## src/rtl/up_count_pkg.sv

```systemverilog
// rtl/up_count_pkg.sv - shared state type and default sizing for the up/down counter sequencers
//
// Purpose:
//   Common definitions for the loadable counter sequencer family. The state
//   enum and the default WIDTH/LIMIT values are also used by the down-counter
//   block, so both counters park and size themselves the same way.
//
// Contents:
//   state_e        - PARK (idle, count held at 0) / RUN (counting)
//   DEFAULT_WIDTH  - default counter width
//   DEFAULT_LIMIT  - default highest count value before wrap
package up_count_pkg;

    typedef enum logic {
        PARK = 1'b0,
        RUN  = 1'b1
    } state_e;

    localparam int DEFAULT_WIDTH = 3;
    localparam int DEFAULT_LIMIT = 7;

endpackage

```

## src/rtl/up_count_seq.sv

```systemverilog
// rtl/up_count_seq.sv - loadable up-counter sequencer with parked idle state and wrap carry
//
// Purpose:
//   Steps forward through slots 0..LIMIT. After reset it parks with count 0.
//   A load of din <= LIMIT starts it running from din; a load of din > LIMIT
//   is rejected (parks, count 0, one-cycle load_err). While running with en=1
//   it increments, and at LIMIT wraps to 0 with a one-cycle carry.
//   Edge priority: reset > load > en. All outputs are registered.
//
// Build option:
//   UP_COUNT_SEQ_ONESHOT_EN - when defined, the wrap at LIMIT also returns the
//   sequencer to PARK, so it runs once per load. When undefined it wraps and
//   keeps running.
//
// Parameters:
//   WIDTH - width of din and count
//   LIMIT - highest count value, 0 < LIMIT <= 2**WIDTH-1
//
// Ports:
//   clk      in   rising-edge clock
//   reset    in   asynchronous active-high reset
//   load     in   synchronous load strobe
//   din      in   load value [WIDTH-1:0]
//   en       in   count enable while running
//   count    out  current count [WIDTH-1:0], registered
//   active   out  1 in RUN, 0 in PARK, registered
//   carry    out  one-cycle pulse on LIMIT->0 wrap, registered
//   load_err out  one-cycle pulse when a load of din > LIMIT is rejected
module up_count_seq
    import up_count_pkg::*;
#(
    parameter int WIDTH = DEFAULT_WIDTH,
    parameter int LIMIT = DEFAULT_LIMIT
) (
    input  logic             clk,
    input  logic             reset,
    input  logic             load,
    input  logic [WIDTH-1:0] din,
    input  logic             en,
    output logic [WIDTH-1:0] count,
    output logic             active,
    output logic             carry,
    output logic             load_err
);

    localparam logic [WIDTH-1:0] LIMIT_W = WIDTH'(LIMIT);
    localparam logic [WIDTH-1:0] ONE_W   = WIDTH'(1);

    state_e           state_q, state_d;
    logic [WIDTH-1:0] count_q, count_d;
    logic             active_q, active_d;
    logic             carry_q, carry_d;
    logic             load_err_q, load_err_d;

    always_comb begin
        state_d    = state_q;
        count_d    = count_q;
        carry_d    = 1'b0;
        load_err_d = 1'b0;

        if (load) begin
            // A load wins over en in the same cycle, from either state.
            if (din <= LIMIT_W) begin
                state_d = RUN;
                count_d = din;
            end else begin
                state_d    = PARK;
                count_d    = '0;
                load_err_d = 1'b1;
            end
        end else if (state_q == RUN) begin
            if (en) begin
                // The increment is never applied at LIMIT, so the adder
                // cannot overflow even when LIMIT == 2**WIDTH-1.
                if (count_q == LIMIT_W) begin
                    count_d = '0;
                    carry_d = 1'b1;
`ifdef UP_COUNT_SEQ_ONESHOT_EN
                    state_d = PARK;
`else
                    state_d = RUN;
`endif
                end else begin
                    count_d = count_q + ONE_W;
                end
            end
        end else begin
            // Parked: en is ignored and count is held at 0.
            count_d = '0;
        end

        // active tracks the next state so it is registered alongside it.
        active_d = (state_d == RUN);
    end

    always_ff @(posedge clk or posedge reset) begin
        if (reset) begin
            state_q    <= PARK;
            count_q    <= '0;
            active_q   <= 1'b0;
            carry_q    <= 1'b0;
            load_err_q <= 1'b0;
        end else begin
            state_q    <= state_d;
            count_q    <= count_d;
            active_q   <= active_d;
            carry_q    <= carry_d;
            load_err_q <= load_err_d;
        end
    end

    assign count    = count_q;
    assign active   = active_q;
    assign carry    = carry_q;
    assign load_err = load_err_q;

endmodule

```

## config.mk

```make
export PLATFORM = sky130hd
export DESIGN_NAME = up_count_seq
export DESIGN_NICKNAME = d
export VERILOG_FILES = /design/src/rtl/up_count_pkg.sv /design/src/rtl/up_count_seq.sv
export SDC_FILE = /design/constraint.sdc
export NUM_CORES = 1
export LEC_CHECK = 0
export ABC_AREA = 1
export BUFFER_PORTS_ARGS = -buffer_cell sky130_fd_sc_hd__buf_2
export CAP_MARGIN = 30
export CORE_AREA = 2 2 39 41
export CTS_BUF_LIST = sky130_fd_sc_hd__clkbuf_16
export DETAILED_ROUTE_END_ITERATION = 10
export DIE_AREA = 0 0 41 43
export PLACE_DENSITY = 0.56
export REMOVE_ABC_BUFFERS = 1
export SETUP_SLACK_MARGIN = 0.05
export SYNTH_ARGS = -nofsm -noshare
export SYNTH_HDL_FRONTEND = slang
export SYNTH_SLANG_ARGS = --single-unit
```

## constraint.sdc

```tcl
create_clock -name clk -period 2.9 [get_ports clk]
set_input_delay 0.58 -clock clk [delete_from_list [all_inputs] [get_ports clk]]
set_output_delay 0.58 -clock clk [all_outputs]
set_load 0.02 [all_outputs]
```

# [Word level (Yosys, flattened, before mapping)]
# Index checks and enable logic that the tools add are counted.
[op_classes] addsub=1 n_lt_le_gt_ge=1 n_eq_ne=2 muxes=14
[op_table] cell="two-way mux 3 bit" n=5
[op_table] cell="two-way mux 1 bit" n=9
[op_table] cell="adder 3 x 1 -> 3 bit, second input constant" n=1
[op_table] cell="equality test 3 bit, second input constant" n=1
[op_table] cell="<= comparator 3 bit, second input constant" n=1
[op_table] cell="inequality test 3 bit, second input constant" n=1
[totals] ff_bits=6 in_bits=7 out_inout_bits=6 elab_cells=22

# [Longest topological paths before layout]
[depth] ltp_word=5 depth_mapped=7 ltp_nobuf=7

# [Least setup slack after synthesis]
# Ideal clock, no wire load.
[synth_path] path_type="reg-to-reg" start="register count_q[0], in the netlist count[0]" end="register count_q[2], in the netlist count[2]" setup_ps=123 t_arrival_ps=1148 required_time_ps=2777 slack_ps=1629 stages_incl_launch_ff=5 n_path_buf=0 synth_period_minus_slack_ps=1271 path_cell_list="dfrtp_1 -> ha_1 -> ha_1 -> o21ai_1 -> a21oi_2"
[synth_between] elab_chain_cells=5 elab_cells_between_ends=6 cone_classes="add/sub: 1; eq/ne: 1; mux: 4"
[synth_lines] element="start, declared" line="up_count_seq.sv:50" rtl="logic [WIDTH-1:0] count_q, count_d;"
[synth_lines] element="start signal, assigned" line="up_count_seq.sv:105" rtl="count_q <= count_d;"
[synth_lines] element="adder 3 x 1 -> 3 bit or equality test 3 bit (tied branches)" line="up_count_seq.sv:84, up_count_seq.sv:75"
[synth_lines] element="two-way mux 3 bit *" line="up_count_seq.sv:75" rtl="if (count_q == LIMIT_W) begin"
[synth_lines] element="two-way mux 3 bit *" line="up_count_seq.sv:72" rtl="if (en) begin"
[synth_lines] element="two-way mux 3 bit *" line="up_count_seq.sv:71" rtl="end else if (state_q == RUN) begin"
[synth_lines] element="two-way mux 3 bit *" line="up_count_seq.sv:61" rtl="if (load) begin"
# Every way passes the cells marked *; elsewhere a longest branch is shown, timed or not. The select of a mux whose other input is x is not followed.
# A chain may end at the register's enable or synchronous reset.

# [Worst setup path in the final report]
[layout_path] start="register active_q, in the netlist active" end="output port active"
[layout_lines] element="start, declared" line="up_count_seq.sv:51" rtl="logic active_q, active_d;"
[layout_lines] element="start signal, assigned" line="up_count_seq.sv:106" rtl="active_q <= active_d;"
[layout_lines] element="end, declared" line="up_count_seq.sv:41" rtl="output logic active,"
# No word-level cell between the ends.

==> impl_metrics.yaml <==
worst_setup_path:
  cpMaxStageDelayCell: "dfrtp_1"
  worstReg2RegEnd: "count[2]"
  arrival_ns: 0.80
  worstSetupStartpointType: "register"
  worstPathCellList: "buf_2"
  crit_start: "active"
  crit_required_ns: 2.32
  slowest_delay_ns: 0.41
  worstSetupPathType: "reg -> out"
  worst_path_dominant_cell_family: "flip-flops"
  path_buf_inv: 1
  r2r_start: "count[0]"
  cp_num_cells: 1
  ff2ff_setup_slack_ns: 1.69
  rr_worst_depth: 4
  cp-end-kind: "output pin"
  worstPathMaxFanout: 5
synth:
  ys_ff_latch: 6
  synth_area_um2: 308
  yosysWarnings: 0
  synthCells: 38
  ys_types: 13
  synth.area.top_cells: "dfrtp_1 49%, nand2_1 16%, ha_1 8.1%"
  yosysSeqAreaShare: 0.488
  yosysTopAreaCell: "dfrtp_1"
  synth_top_area_share: 0.488
  avgSynthCellArea_um2: 8.10
clock_tree:
  root_buffer: "clkbuf_16"
  cts_max_level: 1
  path_clk_slew_ns: 0.03
  cts_resized: 0
  cts_tree: "done"
  clockBufferDepth: 2
  cts_sinks: 6
  numCtsBuffers: 3
  insertion_delay_ns: 0.22
  ctsHoldBuffers: 0
  cts_post_setup_buffers_inserted: 0
timing:
  max_freq_mhz: 722
  rsz0062_at_grt: "no"
  fin_skew_ns: 0.00168
  finalHoldViolCount: 0
  finalCriticalPeriod_ns: 1.38
  slew_violations: 0
  period_share: 0.478
  final.setup.tns_ns: 0
  setup_violations: 0
placed_design:
  io_buffer_count: 12
  placed_area_um2: 388
  place_congestion: 0.670
  dp_hpwl_um: 477
drt:
  wl_per_cell_um: 8.33
  wl_met2_um: 285
  first_pass_iters: 3
  drt-total-wl_um: 575
  drt-met1-wl_um: 259
  wl_met3_um: 31
  drcViolationCount: 0
  via_per_inst: 3.68
  dr_total_vias: 254
  antenna_left: 0
  maxUsedRoutingLayer: "met3"
  first_iter_violations: 3
power_and_ir_drop:
  power.density_mw_per_mm2: 797
  p_leak_nw: 0.265
  max-vdd-ir-drop_mv: 0.380
  total_power_mw: 0.369
global_route:
  groute.usage.overall: 0.0828
  grt_pass1_wl_um: 910
  grt_overflow_total: 0
  antenna_found_initial: 0
  grt_max_degree: 8
  grt_pass1_vias: 249
floorplan:
  dieHeight_um: 43
  floorplan.initialDensity: 0.222
  io_pins: 13
  rows: 14
  fp.dieW_um: 41
  core_mm2: 0.00138
  die-area_mm2: 0.00176
cells_and_area:
  layout_common_cells: "13 x nand2_1, 12 x buf_2, 6 x dfrtp_1"
  layout_commonest_cell: "nand2_1"
  fillCellCount: 148
  final_nets: 64
  diodes: 0
  syn_to_final_growth_pct: 50.4
  drive_gt1_frac: 0.415
  final_area_um2: 463
worst_hold_path:
  worstHoldPathType: "in -> async"
job:
  cap_viol_max_count: 0
run_status:
  status: "finished clean"
-- state kept, by name (all words and copies together) (netlist names) --
name / flops
count: 3
active: 1
carry: 1
load_err: 1
-- how the worst max path moves through the flow --
stage	endpoint	slack, ns
after floorplan	count[2]	1.63
after global placement	count[2]	1.68
after detailed placement	count[2]	1.68
after CTS	active	1.51
after global routing	active	1.47
final	active	1.52
-- synth_stat cells, drive strengths merged --
library cell / instances
o21ai: 1
a21oi: 1
nand3: 1
inv: 5
nor2: 6
nand2: 14
ha: 2
conb: 1
or2: 1
dfrtp: 6
-- layer usage --
layer / up-vias / track usage
met2: 6 / 0.109
met1: 104 / 0.0951
met3: 0 / 0.0314
met4: 0 / 0.0800
met5: - / 0
li1: 144 / -
-- layout make-up --
cell class,count,area [um^2],share of cell area
sequential,6,150,0.324
multi-input combinational,27,139,0.300
clock buffer,3,75.1,0.162
timing repair buffer,12,60.1,0.130
tap,16,20.0,0.0432
inverter,5,18.8,0.0405
-- where the power goes --
part	switching (mW)	leakage [nW]	internal (mW)
clock	0.0422	0.0370	0.177
sequential	0.00581	0.0706	0.0920
combinational	0.0322	0.157	0.0205
total	0.0802	0.265	0.289
-- through the flow --
step           worst slack (ns)  cells  hold slack (ns)  utilization
2_1_floorplan              1.63     38            0.371            -
3_3_place_gp               1.68     66            0.500        0.280
3_5_place_dp               1.68     66            0.503        0.280
4_1_cts                    1.51     69            0.263        0.335
5_1_grt                    1.47     69            0.276        0.335
6_report                   1.52     69            0.257        0.335
-- cell families after synthesis --
| logic type | count (synthesis) | synth area share |
|---|---|---|
| AO/OA/AOI/OAI | 2 | 0.0447 |
| adder cells (fa/ha/maj) | 2 | 0.0813 |
| buffers and inverters | 5 | 0.0609 |
| flip-flops | 6 | 0.488 |
| other | 1 | 0.0122 |
| AND/OR/NAND/NOR | 22 | 0.313 |
Power figures use the tool's default switching activity.
